`config.mk`:
```
export PLATFORM = sky130hd
export DESIGN_NAME = muldiv_sched
export DESIGN_NICKNAME = d
export VERILOG_FILES = /design/src/rtl/muldiv_sched.sv
export SDC_FILE = /design/constraint.sdc
export NUM_CORES = 1
export LEC_CHECK = 0
export CORE_ASPECT_RATIO = 0.5
export CORE_UTILIZATION = 30
export DETAILED_ROUTE_END_ITERATION = 12
export HOLD_SLACK_MARGIN = 0.15
export PLACE_DENSITY = 0.51
export SYNTH_ARGS = -nofsm -noshare
export SYNTH_HDL_FRONTEND = slang
export SYNTH_SLANG_ARGS = --single-unit
```
`constraint.sdc`:
```
create_clock -name clk -period 8.2 [get_ports clk]
set_input_delay 2.05 -clock clk [delete_from_list [all_inputs] [get_ports clk]]
set_output_delay 2.05 -clock clk [all_outputs]
set_load 0.02 [all_outputs]
```
`src/rtl/muldiv_sched.sv`:
```
// Iterative HI/LO multiply/divide unit with its own sequencing controller.
// A start in EX runs a 32-step shift-add multiply or restoring divide, then a
// single FIX cycle applies sign correction and commits HI/LO.
module muldiv_sched #(
   parameter int unsigned XLEN  = 32,
   parameter int unsigned CNT_W = 5
) (
   input  logic            clk,
   input  logic            reset,
   input  logic            EX_MulDivStart,
   input  logic [1:0]      EX_Op,
   input  logic [XLEN-1:0] EX_A,
   input  logic [XLEN-1:0] EX_B,
   input  logic            EX_WriteHi,
   input  logic            EX_WriteLo,
   input  logic [XLEN-1:0] EX_WriteData,
   input  logic            EX_Flush,
   input  logic            ID_ReadHiLo,
   input  logic            ID_MulDiv,
   output logic            Busy,
   output logic            Stall_Req,
   output logic [XLEN-1:0] HI,
   output logic [XLEN-1:0] LO
);

   typedef enum logic [1:0] {StIdle, StRun, StFix} state_e;

   localparam logic [CNT_W-1:0] CntLast = CNT_W'(XLEN - 1);

   state_e            state_q, state_d;
   logic [CNT_W-1:0]  cnt_q, cnt_d;
   logic [1:0]        op_q, op_d;
   logic [XLEN-1:0]   a_q, a_d;          // |A|: multiplicand
   logic [XLEN-1:0]   b_q, b_d;          // |B|: divisor
   logic [XLEN-1:0]   raw_a_q, raw_a_d;  // unmodified A for divide-by-zero HI
   logic              neg_quo_q, neg_quo_d;
   logic              neg_rem_q, neg_rem_d;
   logic              dz_q, dz_d;
   logic [XLEN-1:0]   p_hi_q, p_hi_d;    // product high / remainder
   logic [XLEN-1:0]   p_lo_q, p_lo_d;    // multiplier+product low / quotient
   logic [XLEN-1:0]   hi_q, hi_d;
   logic [XLEN-1:0]   lo_q, lo_d;

   logic              idle, accept, wr_ok, sgn;
   logic [XLEN-1:0]   abs_a, abs_b;
   logic [XLEN:0]     add_sum, rem_sh, diff;
   logic              ge;
   logic [XLEN-1:0]   mul_hi, mul_lo, div_hi, div_lo;
   logic [2*XLEN-1:0] prod, prod_neg;
   logic              unused_diff_msb;

   assign idle   = (state_q == StIdle);
   assign accept = idle & EX_MulDivStart & ~EX_Flush;
   assign wr_ok  = idle & ~EX_Flush;
   assign sgn    = ~EX_Op[0];
   assign abs_a  = (sgn & EX_A[XLEN-1]) ? -EX_A : EX_A;
   assign abs_b  = (sgn & EX_B[XLEN-1]) ? -EX_B : EX_B;

   // One iteration of each datapath, computed from the current accumulator
   always_comb begin
      add_sum = {1'b0, p_hi_q} + (p_lo_q[0] ? {1'b0, a_q} : '0);
      mul_hi  = add_sum[XLEN:1];
      mul_lo  = {add_sum[0], p_lo_q[XLEN-1:1]};
      rem_sh  = {p_hi_q, p_lo_q[XLEN-1]};
      ge      = (rem_sh >= {1'b0, b_q});
      diff    = rem_sh - {1'b0, b_q};
      // remainder stays below the divisor, so the low XLEN bits always suffice
      div_hi  = ge ? diff[XLEN-1:0] : rem_sh[XLEN-1:0];
      div_lo  = {p_lo_q[XLEN-2:0], ge};
      prod     = {p_hi_q, p_lo_q};
      prod_neg = -prod;
   end

   assign unused_diff_msb = diff[XLEN];

   // State register
   always_ff @(posedge clk or posedge reset) begin
      if (reset) state_q <= StIdle;
      else       state_q <= state_d;
   end

   // Next-state logic
   always_comb begin
      state_d = state_q;
      case (state_q)
         StIdle:  if (accept) state_d = StRun;
         StRun:   if (cnt_q == CntLast) state_d = StFix;
         StFix:   state_d = StIdle;
         default: state_d = StIdle;
      endcase
   end

   // FSM outputs
   always_comb begin
      Busy      = (state_q != StIdle);
      Stall_Req = Busy & (ID_ReadHiLo | ID_MulDiv);
   end

   // Datapath next-state: operand latch, iterate, commit, mthi/mtlo
   always_comb begin
      cnt_d     = cnt_q;
      op_d      = op_q;
      a_d       = a_q;
      b_d       = b_q;
      raw_a_d   = raw_a_q;
      neg_quo_d = neg_quo_q;
      neg_rem_d = neg_rem_q;
      dz_d      = dz_q;
      p_hi_d    = p_hi_q;
      p_lo_d    = p_lo_q;
      hi_d      = hi_q;
      lo_d      = lo_q;
      case (state_q)
         StIdle: begin
            if (wr_ok & EX_WriteHi) hi_d = EX_WriteData;
            if (wr_ok & EX_WriteLo) lo_d = EX_WriteData;
            if (accept) begin
               op_d      = EX_Op;
               a_d       = abs_a;
               b_d       = abs_b;
               raw_a_d   = EX_A;
               neg_quo_d = sgn & (EX_A[XLEN-1] ^ EX_B[XLEN-1]);
               neg_rem_d = sgn & EX_A[XLEN-1];
               dz_d      = (EX_B == '0);
               cnt_d     = '0;
               p_hi_d    = '0;
               p_lo_d    = EX_Op[1] ? abs_a : abs_b;
            end
         end
         StRun: begin
            p_hi_d = op_q[1] ? div_hi : mul_hi;
            p_lo_d = op_q[1] ? div_lo : mul_lo;
            if (cnt_q != CntLast) cnt_d = cnt_q + CNT_W'(1);
         end
         StFix: begin
            if (!op_q[1]) begin
               {hi_d, lo_d} = neg_quo_q ? prod_neg : prod;
            end else if (dz_q) begin
               lo_d = '1;
               hi_d = raw_a_q;
            end else begin
               lo_d = neg_quo_q ? -p_lo_q : p_lo_q;
               hi_d = neg_rem_q ? -p_hi_q : p_hi_q;
            end
         end
         default: ;
      endcase
   end

   // Datapath registers
   always_ff @(posedge clk or posedge reset) begin
      if (reset) begin
         cnt_q     <= '0;
         op_q      <= '0;
         a_q       <= '0;
         b_q       <= '0;
         raw_a_q   <= '0;
         neg_quo_q <= 1'b0;
         neg_rem_q <= 1'b0;
         dz_q      <= 1'b0;
         p_hi_q    <= '0;
         p_lo_q    <= '0;
         hi_q      <= '0;
         lo_q      <= '0;
      end else begin
         cnt_q     <= cnt_d;
         op_q      <= op_d;
         a_q       <= a_d;
         b_q       <= b_d;
         raw_a_q   <= raw_a_d;
         neg_quo_q <= neg_quo_d;
         neg_rem_q <= neg_rem_d;
         dz_q      <= dz_d;
         p_hi_q    <= p_hi_d;
         p_lo_q    <= p_lo_d;
         hi_q      <= hi_d;
         lo_q      <= lo_d;
      end
   end

   assign HI = hi_q;
   assign LO = lo_q;

endmodule

```
Yosys cells after proc, flatten, opt, wreduce, memory -nomap -nowiden
Index checks and enable logic that the tools add are counted.

Bits in registers: 236. Output and inout bits: 66. Logic and storage cells: 83.

Add/subtract/negate cells: 8. Magnitude comparators: 1. Equality and inequality tests: 9. Muxes and demuxes: 28. Bitwise logic cells: 13. Reductions and logical operators: 11.

Operators by type and width (count): $mux W32 (17); $pmux W32 S2 (4); $neg A32 Y32 (4); $mux W64 (1); $neg A64 Y64 (1); $add A32 B32 Y33 (1); $ge A33 B32 Y1 (1); $logic_not A32 Y1 (1); $sub A32 B32 Y32 (1); $mux W5 (2); $pmux W5 S2 (1); $reduce_and A2 Y1 (5); $and A1 B1 Y1 (9); $ne A2 B1 Y1 const B (3); $reduce_bool A2 Y1 (3); $add A5 B1 Y5 const B (1); $eq A5 B5 Y1 const B (1); $ne A5 B5 Y1 const B (1); $mux W2 (2); $ne A2 B2 Y1 const B (2); $pmux W2 S2 (1); $reduce_and A3 Y1 (1); $eq A2 B1 Y1 const B (1); $eq A2 B2 Y1 const B (1); other kinds (4) (5).

Logic depth before layout (Yosys ltp)
Gate-level depths: netlist of run 1.

Depth in word-level cells: 6. Gate-level depth with buffers: 14.

Worst setup path before layout of run 1
Ideal clock, no wire load.

Kind: input-to-output. Start: input port ID_MulDiv. End: output port Stall_Req. Arrival time: 2286 ps. Required time: 6150 ps. Setup slack: 3864 ps. Cell stages on the path: 1. Path through: o21a_1.

Longest elaborated chain between the ends: 2.

RTL lines: start, declared (line 19) `input logic ID_MulDiv,`; $or A1 B1 Y1 (line 96) `Stall_Req = Busy & (ID_ReadHiLo | ID_MulDiv);`; $and A1 B1 Y1 (line 96); end, declared (line 21) `output logic Stall_Req,`.

No other way between the ends.

Worst setup path after layout of run 1
Ends and elaborated chain as after synthesis.

==> flow_metrics.tcl, run 1 <==
set metrics [dict create \
    status "finished clean" \
    synth.avg_cell_area_sq_um 7.943 \
    synth_cell_type_count 89 \
    n_antenna_cell 0 \
    numPortBuffers 171 \
    grt_pass1_vias 16794 \
    die_area_sq_um 61790 \
    fin_setup_tns_ns 0 \
    timing.final.ws_setup_ns 2.940 \
    worstPathMaxFanout 1 \
    core-area_sq_um 59590 \
    critPathMaxStageDelay_ns 0.59 \
    via_per_inst 5.611 \
    crit_slowest_cell "clkdlybuf4s50_1" \
    drv_cap 0 \
    ys_warn_count 0 \
    yosysTopAreaCellShare 0.3214 \
    syn_area_sq_um 18220 \
    worst_hold_slack_ns 0.4754 \
    grtUsageTotal 0.2338 \
    netlist_instances 2294 \
    hold_violations 0 \
    cts_sinks 234 \
    ir_drop_mv 0.1691 \
    fillers 6221 \
    synth_commonest_cells "nand2_1, dfrtp_1, o21ai_0, a21oi_1, clkbuf_1" \
    drtIter0Drc 1800 \
    num_rows 63 \
    post_cts_buffers 0 \
    hold_class "flip-flop to flip-flop" \
    path_clk_slew_ns 0.06 \
    postRouteAntennaNets 0 \
    nets 2555 \
    fmaxAchievable_ghz 0.1901 \
    tritoncts "yes" \
    regArea_sq_um 5861 \
    power.density_nw_per_um2 445.1 \
    ys_seq_elements 234 \
    maxSlewViolCount 0 \
    grt_antenna_before_repair 0 \
    grt_pass1_wl_um 109900 \
    io-pin-count 172 \
    cts_hold_buf 0 \
    drive_gt1_frac 0.05882 \
    multi_input_comb_area_sq_um 11520 \
    cp-end-kind "output port" \
    drc_errors 0 \
    wl_um 74020 \
    path_common_cell "clkdlybuf4s50_1" \
    first_pass_iters 6 \
    area_growth_pct 18.73 \
    insertion_delay_ns 0.58 \
    final_core_util 0.3630 \
    ys_seq_area_frac 0.3214 \
    cts_made_buffers 28 \
    crit_arrival_ns 3.21 \
    synth_area_leader_cell "dfrtp_1" \
    post_dp_cell_area_sq_um 20690 \
    finalCriticalPeriod_ns 5.260 \
    clock_skew_ns 0.03169 \
    cts-root-buf "clkbuf_16" \
    die_y_um 176.3 \
    fp.dieW_um 350.5 \
    worstMarginPinSlew_ns 1.122 \
    pre_cts_ws_ns 2.943 \
    cts_resized 0 \
    overflow 0 \
    synth_most_common_cell "nand2_1" \
    grt_start_max_net_pins 171 \
    rsz0062_at_grt "no" \
    synth-main-ff-cell "dfrtp_1" \
    clockBufferDepth 3 \
    yosys-top-cells-area "dfrtp_1, nand2_1, o21ai_0" \
    worstPathCellList "clkdlybuf4s50_1 -> o21a_1 -> clkdlybuf4s50_1" \
    gp_congestion 0.9166 \
    leakagePower_nw 8.896 \
    start_util 0.3058 \
    synthArstFlopShare 1.000 \
    path_class "primary input to output port" \
    setup_viol 0 \
    num_vias 18006 \
    relSlewSlack 0.2519 \
    cp.required_ns 6.15 \
    period_share 0.6414 \
    hpwl_um 56740 \
    start_kind "primary input" \
    cts_max_level 1 \
    wl_per_cell_um 23.07 \
    synth_edf_count 0 \
    synth_nets 2472 \
    finalInstanceArea_sq_um 21630 \
]
## sequential cells by signal (all words and copies together) (netlist names)
register   cells
p_lo_q        32
raw_a_q       31
cnt_q          5
a_q           32
state_q        2
op_q           1
neg_rem_q      1
neg_quo_q      1
LO            32
dz_q           1
p_hi_q        32
HI            32
b_q           32
## kinds of logic (layout without fill, tap and decap cells)
family | count (synthesis) | in the layout | share of synthesized area
XOR/XNOR | 163 | 163 | 0.07835
adder cells (fa/ha/maj) | 72 | 72 | 0.05026
AO/OA/AOI/OAI | 706 | 706 | 0.2494
buffers and inverters | 230 | 333 | 0.04786
multiplexers | 81 | 81 | 0.04539
flip-flops | 234 | 234 | 0.3214
AND/OR/NAND/NOR | 808 | 808 | 0.2074
## per-stage QoR
| step | cells | power, mW |
|---|---|---|
| after floorplan | 2294 | 6.241 |
| after global routing | 3209 | 10.32 |
| after detailed placement | 3159 | 8.203 |
| after CTS | 3209 | 9.551 |
| final | 3209 | 9.628 |
| after global placement | 3159 | 8.181 |
## path summary, 6_finish.rpt
kind	depth (start not counted)	end	startpoint	slack, ns
setup reg to reg	13	p_hi_q[30]	p_lo_q[31]	4.48
hold reg to reg	2	a_q[3]	a_q[3]	0.48
min in group asynchronous	2	LO[6]	reset	1.77
max in group asynchronous	3	p_hi_q[30]	reset	5.06
setup / recovery	3	Stall_Req	ID_MulDiv	2.94
hold / removal	2	a_q[3]	a_q[3]	0.48
## placed cells by master, fill, tap and decap left out, types with 32 or more instances in the layout
master,netlist,layout
nand2_1,377,376
xor2_1,94,94
o21ai_0,178,178
mux2i_1,68,68
a21oi_1,147,146
a32oi_1,35,35
nor3_1,62,62
inv_1,70,69
and2_1,42,41
dfrtp_1,234,232
nand3_1,48,48
xnor2_1,69,69
nor2_1,137,137
buf_4,1,40
a211oi_1,32,32
clkdlybuf4s50_1,0,170
ha_1,70,70
o21ai_1,46,46
## critical path, delay by kind of cell
kind | cells | cell delay (ns)
buffers and inverters | 2 | 1.04
AO/OA/AOI/OAI | 1 | 0.11
## area by class of cell
class | instances | area share
repair buffers | 212 | 0.09370
inverters | 71 | 0.01249
clock buffers | 38 | 0.03644
clock inverters | 12 | 0.006998
flip-flops and latches | 234 | 0.2709
multi-input cells | 1830 | 0.5325
well taps | 812 | 0.04696
## where the power goes
part	switching, mW	total (mW)	internal [mW]
clock	0.542	1.31	0.765
combinational	3.34	5.72	2.38
sequential	0.872	2.60	1.73
total	4.75	9.63	4.88
## routing by layer
metal / vias up / global-route usage / routed length (um)
met5: - / 0 / 0
met3: 98 / 0.02613 / 5076
met2: 693 / 0.3336 / 29930
met4: 0 / 0.05986 / 1925
li1: 8429 / - / -
met1: 8786 / 0.3663 / 37090
Power figures use the tool's default switching activity.
==> run 2: changes to the inputs <==
==> constraint.sdc (replaced) <==
create_clock -name clk -period 4.8 [get_ports clk]
set_input_delay 1.2 -clock clk [delete_from_list [all_inputs] [get_ports clk]]
set_output_delay 1.2 -clock clk [all_outputs]
set_load 0.02 [all_outputs]
==> run 2 against run 1 <==
Effect of this change:
- critical path depth rose by 9
- first-iteration DRC count decreased by 3.7%
- register-to-register slack lost 3.6 ns
- sequential power increased by 71%
- via count fell by 0.21%
- die area unchanged
- clock power increased by 59%
==> flow_metrics.tcl, run 2 (synthesis gave the netlist of run 1 again) <==
set metrics [dict create \
    critPathMaxStageDelay_ns 0.93 \
    io-pin-count 172 \
    crit_slowest_cell "dfrtp_1" \
    grt_pass1_wl_um 112200 \
    gp_congestion 0.9374 \
    fillers 6301 \
    status "finished clean" \
    pre_cts_ws_ns 0.6011 \
    tritoncts "yes" \
    clock_skew_ns 0.02224 \
    start_kind "flip-flop" \
    maxSlewViolCount 0 \
    num_vias 17968 \
    grtUsageMet2 0.3501 \
    hold_class "flip-flop to flip-flop" \
    core-area_sq_um 59590 \
    via_per_inst 5.584 \
    ir_drop_mv 0.3268 \
    insertion_delay_ns 0.56 \
    grt_pass1_vias 17218 \
    numPortBuffers 171 \
    final_common_cell "nand2_1" \
    hold_violations 0 \
    drv_cap 0 \
    post_cts_buffers 0 \
    finalCriticalPeriod_ns 3.938 \
    cts_hold_buf 0 \
    die_area_sq_um 61790 \
    drc_errors 0 \
    first_pass_iters 6 \
    cts_sinks 234 \
    grt_busiest_layer "met1" \
    met3_usage 0.05247 \
    path_clk_slew_ns 0.06 \
    leakagePower_nw 8.947 \
    start_util 0.3058 \
    crit_arrival_ns 4.36 \
    nets 2567 \
    fin_setup_tns_ns 0 \
    use_met1 0.3578 \
    drive_gt1_frac 0.06276 \
    pwr-share-seq 0.271 \
    path_class "flip-flop to flip-flop" \
    cts_made_buffers 27 \
    die_y_um 176.3 \
    worstPathMaxFanout 24 \
    power.density_nw_per_um2 756.6 \
    worstPathCellList "and2_1 -> ha_1 -> inv_1 -> fa_1 -> nand2b_1 -> a21oi_1 -> o211ai_1 -> a41oi_1 -> o41ai_2 -> o311a_1 -> mux2i_1 -> nand4b_1" \
    cts-root-buf "clkbuf_16" \
    timing.final.ws_setup_ns 0.8616 \
    grt_antenna_before_repair 3 \
    worstMarginPinSlew_ns 0.9968 \
    area_growth_pct 19.03 \
    pwr-share-comb 0.602 \
    switching_share 0.4972 \
    final_cell_mix "nand2_1, dfrtp_1, o21ai_0, clkdlybuf4s50_1, a21oi_1" \
    intPower_mw 8.252 \
    rsz0062_at_grt "no" \
    num_rows 63 \
    cp-end-kind "flip-flop" \
    drtIter0Drc 1734 \
    switchingPower_mw 8.158 \
    wl_um 76110 \
    clockBufferDepth 3 \
    fp.dieW_um 350.5 \
    grtUsageTotal 0.2408 \
    cp.required_ns 5.22 \
    cts_max_level 1 \
    relSlewSlack 0.3330 \
    n_antenna_cell 0 \
    setup_viol 0 \
    fmaxAchievable_ghz 0.2539 \
    hpwl_um 58530 \
    pwr-share-clk 0.127 \
    grt_start_max_net_pins 188 \
    cts_resized 0 \
    period_share 0.8205 \
    overflow 0 \
    postRouteAntennaNets 0 \
    wl_per_cell_um 23.65 \
    worst_hold_slack_ns 0.4737 \
]
run 2: final timing paths:
kind	slack, ns	to	startpoint	cells after the start
max reg2reg	0.86	p_hi_q[29]	p_lo_q[0]	12
min	0.47	raw_a_q[19]	raw_a_q[19]	2
max	0.86	p_hi_q[29]	p_lo_q[0]	12
max in group asynchronous	2.79	op_q[1]	reset	3
min reg2reg	0.47	raw_a_q[19]	raw_a_q[19]	2
min in group asynchronous	0.95	LO[10]	reset	2
run 2: through the flow:
stage / cell area [sq um] / utilization / power (mW) / std cells
3_3_place_gp: 20830 / 0.3495 / 14.12 / 3172
3_5_place_dp: 20830 / 0.3495 / 14.15 / 3172
4_1_cts: 21690 / 0.3640 / 16.29 / 3218
2_1_floorplan: 18230 / - / 10.66 / 2294
5_1_grt: 21690 / 0.3640 / 17.60 / 3218
6_report: 21690 / 0.3640 / 16.41 / 3218
run 2: power by group through the flow:
stage	logic, mW	registers [mW]	clock network (mW)
final	9.88	4.44	2.08
after global placement	9.73	4.39	0
after CTS	9.81	4.37	2.11
after detailed placement	9.76	4.39	0
after floorplan	6.77	3.89	0
after global routing	10.9	4.53	2.19
run 2: final cells by class:
| type | count | area, sq um | share of cell area |
|---|---|---|---|
| multi-input combinational | 1830 | 11520 | 0.5311 |
| sequential | 234 | 5861 | 0.2702 |
| timing repair buffer | 225 | 2162 | 0.09968 |
| tap | 812 | 1016 | 0.04684 |
| clock buffer | 39 | 800.8 | 0.03692 |
| inverter | 71 | 270.3 | 0.01246 |
| clock inverter | 7 | 60.06 | 0.002769 |
run 2: per-layer routing:
layer / vias up / share of wire / wire, um
met5: - / 0 / 0
met4: 0 / 0.023 / 1727
met3: 89 / 0.083 / 6300
met2: 644 / 0.42 / 31850
met1: 8785 / 0.48 / 36230
li1: 8450 / - / -
run 2: worst max-delay path, delay by kind of cell (launching register included):
kind / cells / cell delay (ns)
compound gates: 5 / 1.40
fa+ha+maj: 2 / 0.63
buf+inv: 1 / 0.07
flops: 1 / 0.93
mux: 1 / 0.20
simple gates: 3 / 0.56
==> edit 1: new RTL, flow settings as in run 1 <==
Set the parameter `CNT_W` to 10 (it was 5).
--- a/src/rtl/muldiv_sched.sv
+++ b/src/rtl/muldiv_sched.sv
@@ -3,7 +3,7 @@
 // single FIX cycle applies sign correction and commits HI/LO.
 module muldiv_sched #(
    parameter int unsigned XLEN  = 32,
-   parameter int unsigned CNT_W = 5
+   parameter int unsigned CNT_W = 10
 ) (
    input  logic            clk,
    input  logic            reset,
Behaviour: no difference found for any inputs over 4 cycles, from zero or initial values and one cycle with reset high; that may be too few to reach the edited logic, so the function may still have changed.
==> edit 1 against run 1 <==
  * Sequential cell count up 5
  * Die area decreased by 1.7%
  * Total power is 1.0% lower
  * Setup slack worse by 0.064 ns
  * Area after synthesis down 1.8%
  * Design area fell by 2.8%
  * Wire length decreased by 9.1%
==> edit 1: results (changes against run 1) <==
Clock network
  – Clk root buf: clkbuf_16

Worst hold path
  – HP Class: reg -> reg
  – Min-Delay Endpoint: raw_a_q[17]
  – Worst hold start: raw_a_q[17]

Setup path
  – Critical Path AT: 5.75 ns (+2.54 ns)
  – Max incr delay on CP: 0.71 ns (+0.12 ns)
  – Reg2Reg Setup Slack: 3.73 ns (-0.75 ns)
  – R2R Path End: p_hi_q[14]
  – R2R Path Start: p_lo_q[31]
  – Slowest-stage cell, CP: or4b_2
  – CP delay by family, top: simple AND/OR/NAND/NOR gates
  – Reg2Reg Depth: 13 (unchanged)
  – Critical path peak fanout: 5 (+4)

Placement
  – RD Place Congestion: 0.910 (-0.70%)
  – Post-Place Setup Slack: 2.35 ns (-0.592 ns)
  – Hpwl dp: 50,800 um (-10%)

Yosys
  – Async SR Flop Fraction: 100% (unchanged)
  – Commonest cells post-synth: nand2_1, o21ai_0, dfrtp_1, a21oi_1, clkbuf_1
  – Syn nets: 2,402 (-2.8%)
  – Yosys warns: 0 (unchanged)
  – Unique masters post-synth: 84 (-5.6%)
  – Top cells by area, synth: dfrtp_1, nand2_1, o21ai_0, ha_1, xor2_1
  – Top FF cell, synth: dfrtp_1
  – Seq/Total Area, Yosys: 33.4% (+1.3 points)

Cells and area
  – Layout cell share with drive strength beyond 1: 5.12% (-0.76 points)
  – Layout Nets: 2,477 (-3.1%)

Global route
  – First-pass GRT wire length: 102,000 um (-7.2%)
  – Initial antenna violation count: 3 (+3)
  – Vias in the first global route: 16.0k (-4.9%)
  – Pin count of the biggest net entering global routing: 120 (-30%)
  – GRT Total Usage: 21.7% (-1.6 points)

Detailed routing
  – Initial DRC count: 1,812 (+0.67%)
  – Met1 wire length: 34,000 um (-8.4%)
  – WL final: 67,300 um (-9.1%)
  – Max layer used: met4
  – Vias: 16.9k (-6.1%)
  – Met3 wire len: 5230 um (+3.0%)
  – First-pass detailed-route iteration total: 5 (-1)
  – Met2 wire len: 26,800 um (-10%)

Power
  – Peak VDD IR: 0.207 mV (+22%)
  – Leakage: 0.00863 uW (-3.0%)

STA
  – Max-slew headroom: 27.7% (+2.5 points)
  – Final setup skew: 0.0151 ns (-0.0166 ns)

Outcome
  – Status: complete, no violations
## edit 1: worst max path at each step
stage / startpoint / to / slack (ns)
6_report: EX_B[8] / p_lo_q[27] / 2.88
5_1_grt: EX_B[8] / p_lo_q[29] / 2.73
4_1_cts: ID_MulDiv / Stall_Req / 2.93
3_5_place_dp: EX_B[8] / p_lo_q[29] / 2.35
3_3_place_gp: EX_B[8] / p_lo_q[25] / 2.43
2_1_floorplan: reset / HI[0] / 3.02
## edit 1: cell families (layout without fill, tap and decap cells)
family                   Yosys count  count (layout)  share of synthesized area, %
AO/OA/AOI/OAI                    675             675                          23.6
XOR/XNOR                         191             191                          9.35
adder cells (fa/ha/maj)           71              71                          5.05
buffers and inverters            230             327                          5.51
flip-flops                       239             239                          33.4
multiplexers                      68              68                          3.85
other                              0               4                             0
AND/OR/NAND/NOR                  751             751                          19.2
## edit 1: layout make-up
| type | instances | area, sq um |
|---|---|---|
| tap | 768 | 961 |
| sequential | 239 | 5980 |
| clock inverter | 7 | 41.3 |
| fill | 6039 | 37100 |
| multi-input combinational | 1756 | 11000 |
| inverter | 74 | 282 |
| clock buffer | 45 | 836 |
| antenna | 4 | 10.0 |
| timing repair buffer | 201 | 1940 |
## edit 1: metrics by stage
step | util, % | instance area [sq um] | hold slack, ns | cells
floorplan | - | 17900 | 0.440 | 2225
global placement | 34.6 | 20200 | 0.456 | 3038
detailed placement | 34.6 | 20200 | 0.466 | 3038
CTS | 36.1 | 21000 | 0.482 | 3090
global route | 36.2 | 21000 | 0.498 | 3092
finish | 36.2 | 21000 | 0.477 | 3094
## edit 1: worst reg2reg max path, stage by stage (launching register included)
cell	delay (ns)
dfrtp_1	0.47
inv_1	0.40
ha_1	0.28
nor2b_1	0.06
o31a_1	0.29
o2111ai_1	0.29
nand2_1	0.20
a211oi_1	0.56
o211ai_1	0.31
a41oi_4	0.26
buf_4	0.52
mux2_2	0.46
a21oi_1	0.14
o21ai_0	0.08
## edit 1: per-layer routing
metal	vias up	GRT usage, %
met1	8134	34.4
met2	626	30.1
met5	-	0
met3	78	3.51
met4	0	4.81
li1	8070	-
## edit 1: power breakdown
part           switching (uW)  internal (uW)
combinational            3200           2440
clock                     547            695
sequential                894           1760
==> edit 2: new RTL, config.mk and constraints of run 1 <==
Made on the original files. Encoding of `state_e`: now one-hot (3 bits for 3 states).
--- a/src/rtl/muldiv_sched.sv
+++ b/src/rtl/muldiv_sched.sv
@@ -23,7 +23,7 @@
    output logic [XLEN-1:0] LO
 );
 
-   typedef enum logic [1:0] {StIdle, StRun, StFix} state_e;
+   typedef enum logic [2:0] {StIdle = 3'b001, StRun = 3'b010, StFix = 3'b100} state_e;
 
    localparam logic [CNT_W-1:0] CntLast = CNT_W'(XLEN - 1);
 
Function: same outputs for any inputs over 4 cycles, from zero or initial values and one cycle with reset high; so few cycles prove little.
==> edit 2 against run 1 <==
  * Wire length down 8.5%
  * Global-route usage down 1.1 points
  * Design area down 3.1%
  * Hold slack better by 0.0042 ns
  * Setup slack worse by 0.00092 ns
  * Die area down 3.2%
  * Synthesized cell count down 4.9%
  * Area after synthesis down 3.2%
  * Sequential cell count up 1
  * Critical path type unchanged
  * Critical endpoint unchanged
Power is not compared: it rests on default switching activity, and its combinational part moved more than twofold at a synthesized area within 25%.
==> edit 2: results (changes against run 1) <==
Global route
  – First-pass GRT wire length: 102,000 um (-7.1%)
  – GRT Total Usage: 22.3% (-1.1 points)
  – Vias in the first global route: 15.8k (-5.8%)
  – Initial antenna violation count: 2 (+2)
  – Pin count of the biggest net entering global routing: 128 (-25%)

Placement
  – RD Place Congestion: 0.943 (+2.8%)
  – Hpwl dp: 51,100 um (-9.9%)
  – Post-placement cell count: 3,010 (-4.7%)
  – Post-Place Setup Slack: 2.45 ns (-0.494 ns)
  – Cell area after placement: 20,000 sq um (-3.2%)

Cells and area
  – Layout cell share with drive strength beyond 1: 5.28% (-0.60 points)
  – FILL cells: 6,018 (-3.3%)
  – Utilization after layout: 36.3% (about the same)

Outcome
  – Status: complete, no violations

Clock network
  – Skew-Pair Late Insertion Delay: 0.57 ns
  – CTS Buf Count: 27 (-3.6%)

Yosys
  – Syn Area/Cell: 8.08 sq um (+1.8%)
  – Unique masters post-synth: 78 (-12%)
  – Syn nets: 2,360 (-4.5%)
  – Commonest cells post-synth: nand2_1, dfrtp_1, o21ai_0, a21oi_1, nor2_1

Detailed routing
  – WL per Instance: 22.1 um (-4.1%)
  – WL final: 67,700 um (-8.5%)
  – First-pass detailed-route iteration total: 5 (-1)
  – Via density: 5.44 (-3.0%)
  – Initial DRC count: 1,533 (-15%)

Setup path
  – R2R Path Start: p_hi_q[5]

Worst hold path
  – Worst hold start: raw_a_q[20]

STA
  – Slew at the pin closest to its max-slew limit: 1.03 ns (-0.0964 ns)
  – Final setup skew: 0.0206 ns (-0.0111 ns)
## edit 2: cell count changes after synthesis, sizes merged, moves of 20 or more
cell	change
a211oi	-20
a21oi	+29
mux2i	+24
nand2	-34
nor3	-35
xnor2	+20
## edit 2: where the power goes
part           switching (uW)  internal [uW]  total, uW
logic                    1530           1120       2660
clock network             528            749       1280
registers                 486           1450       1930
## edit 2: routing by layer
metal  GRT usage (%)  routed length (um)
met5               0                   0
met3            4.47                5810
met2            31.2               27600
met1            34.6               32800
met4            4.86                1510
## edit 2: layout make-up
| type | instances | area share (%) |
|---|---|---|
| multi-input combinational | 1740 | 52.4 |
| timing repair buffer | 201 | 9.28 |
| sequential | 235 | 28.1 |
| clock inverter | 10 | 0.513 |
| tap | 768 | 4.58 |
| clock buffer | 40 | 3.89 |
| antenna | 1 | 0.0119 |
| inverter | 66 | 1.20 |
## edit 2: worst min-delay path, cell delays in order, from the launching register on
cell and delay (ns):
dfrtp_1 0.34, nand2_1 0.05, nand2_1 0.05
## edit 2: kinds of logic (layout without fill, tap and decap cells)
logic type	after synthesis	in the layout	share of synthesized area (%)
XOR/XNOR	195	195	9.68
adder cells (fa/ha/maj)	72	72	5.19
other	0	1	0
flip-flops	235	235	33.3
AND/OR/NAND/NOR	718	718	18.6
buffers and inverters	207	317	4.53
multiplexers	102	102	5.86
AO/OA/AOI/OAI	653	653	22.8
## edit 2: final timing paths
| kind | to | slack [ns] | cells past startpoint |
|---|---|---|---|
| min in group asynchronous | raw_a_q[31] | 2.05 | 3 |
| setup / recovery | Stall_Req | 2.94 | 3 |
| hold reg to reg | raw_a_q[20] | 0.48 | 2 |
| setup reg to reg | p_hi_q[28] | 3.78 | 13 |
| hold / removal | raw_a_q[20] | 0.48 | 2 |
| max in group asynchronous | op_q[1] | 4.81 | 4 |
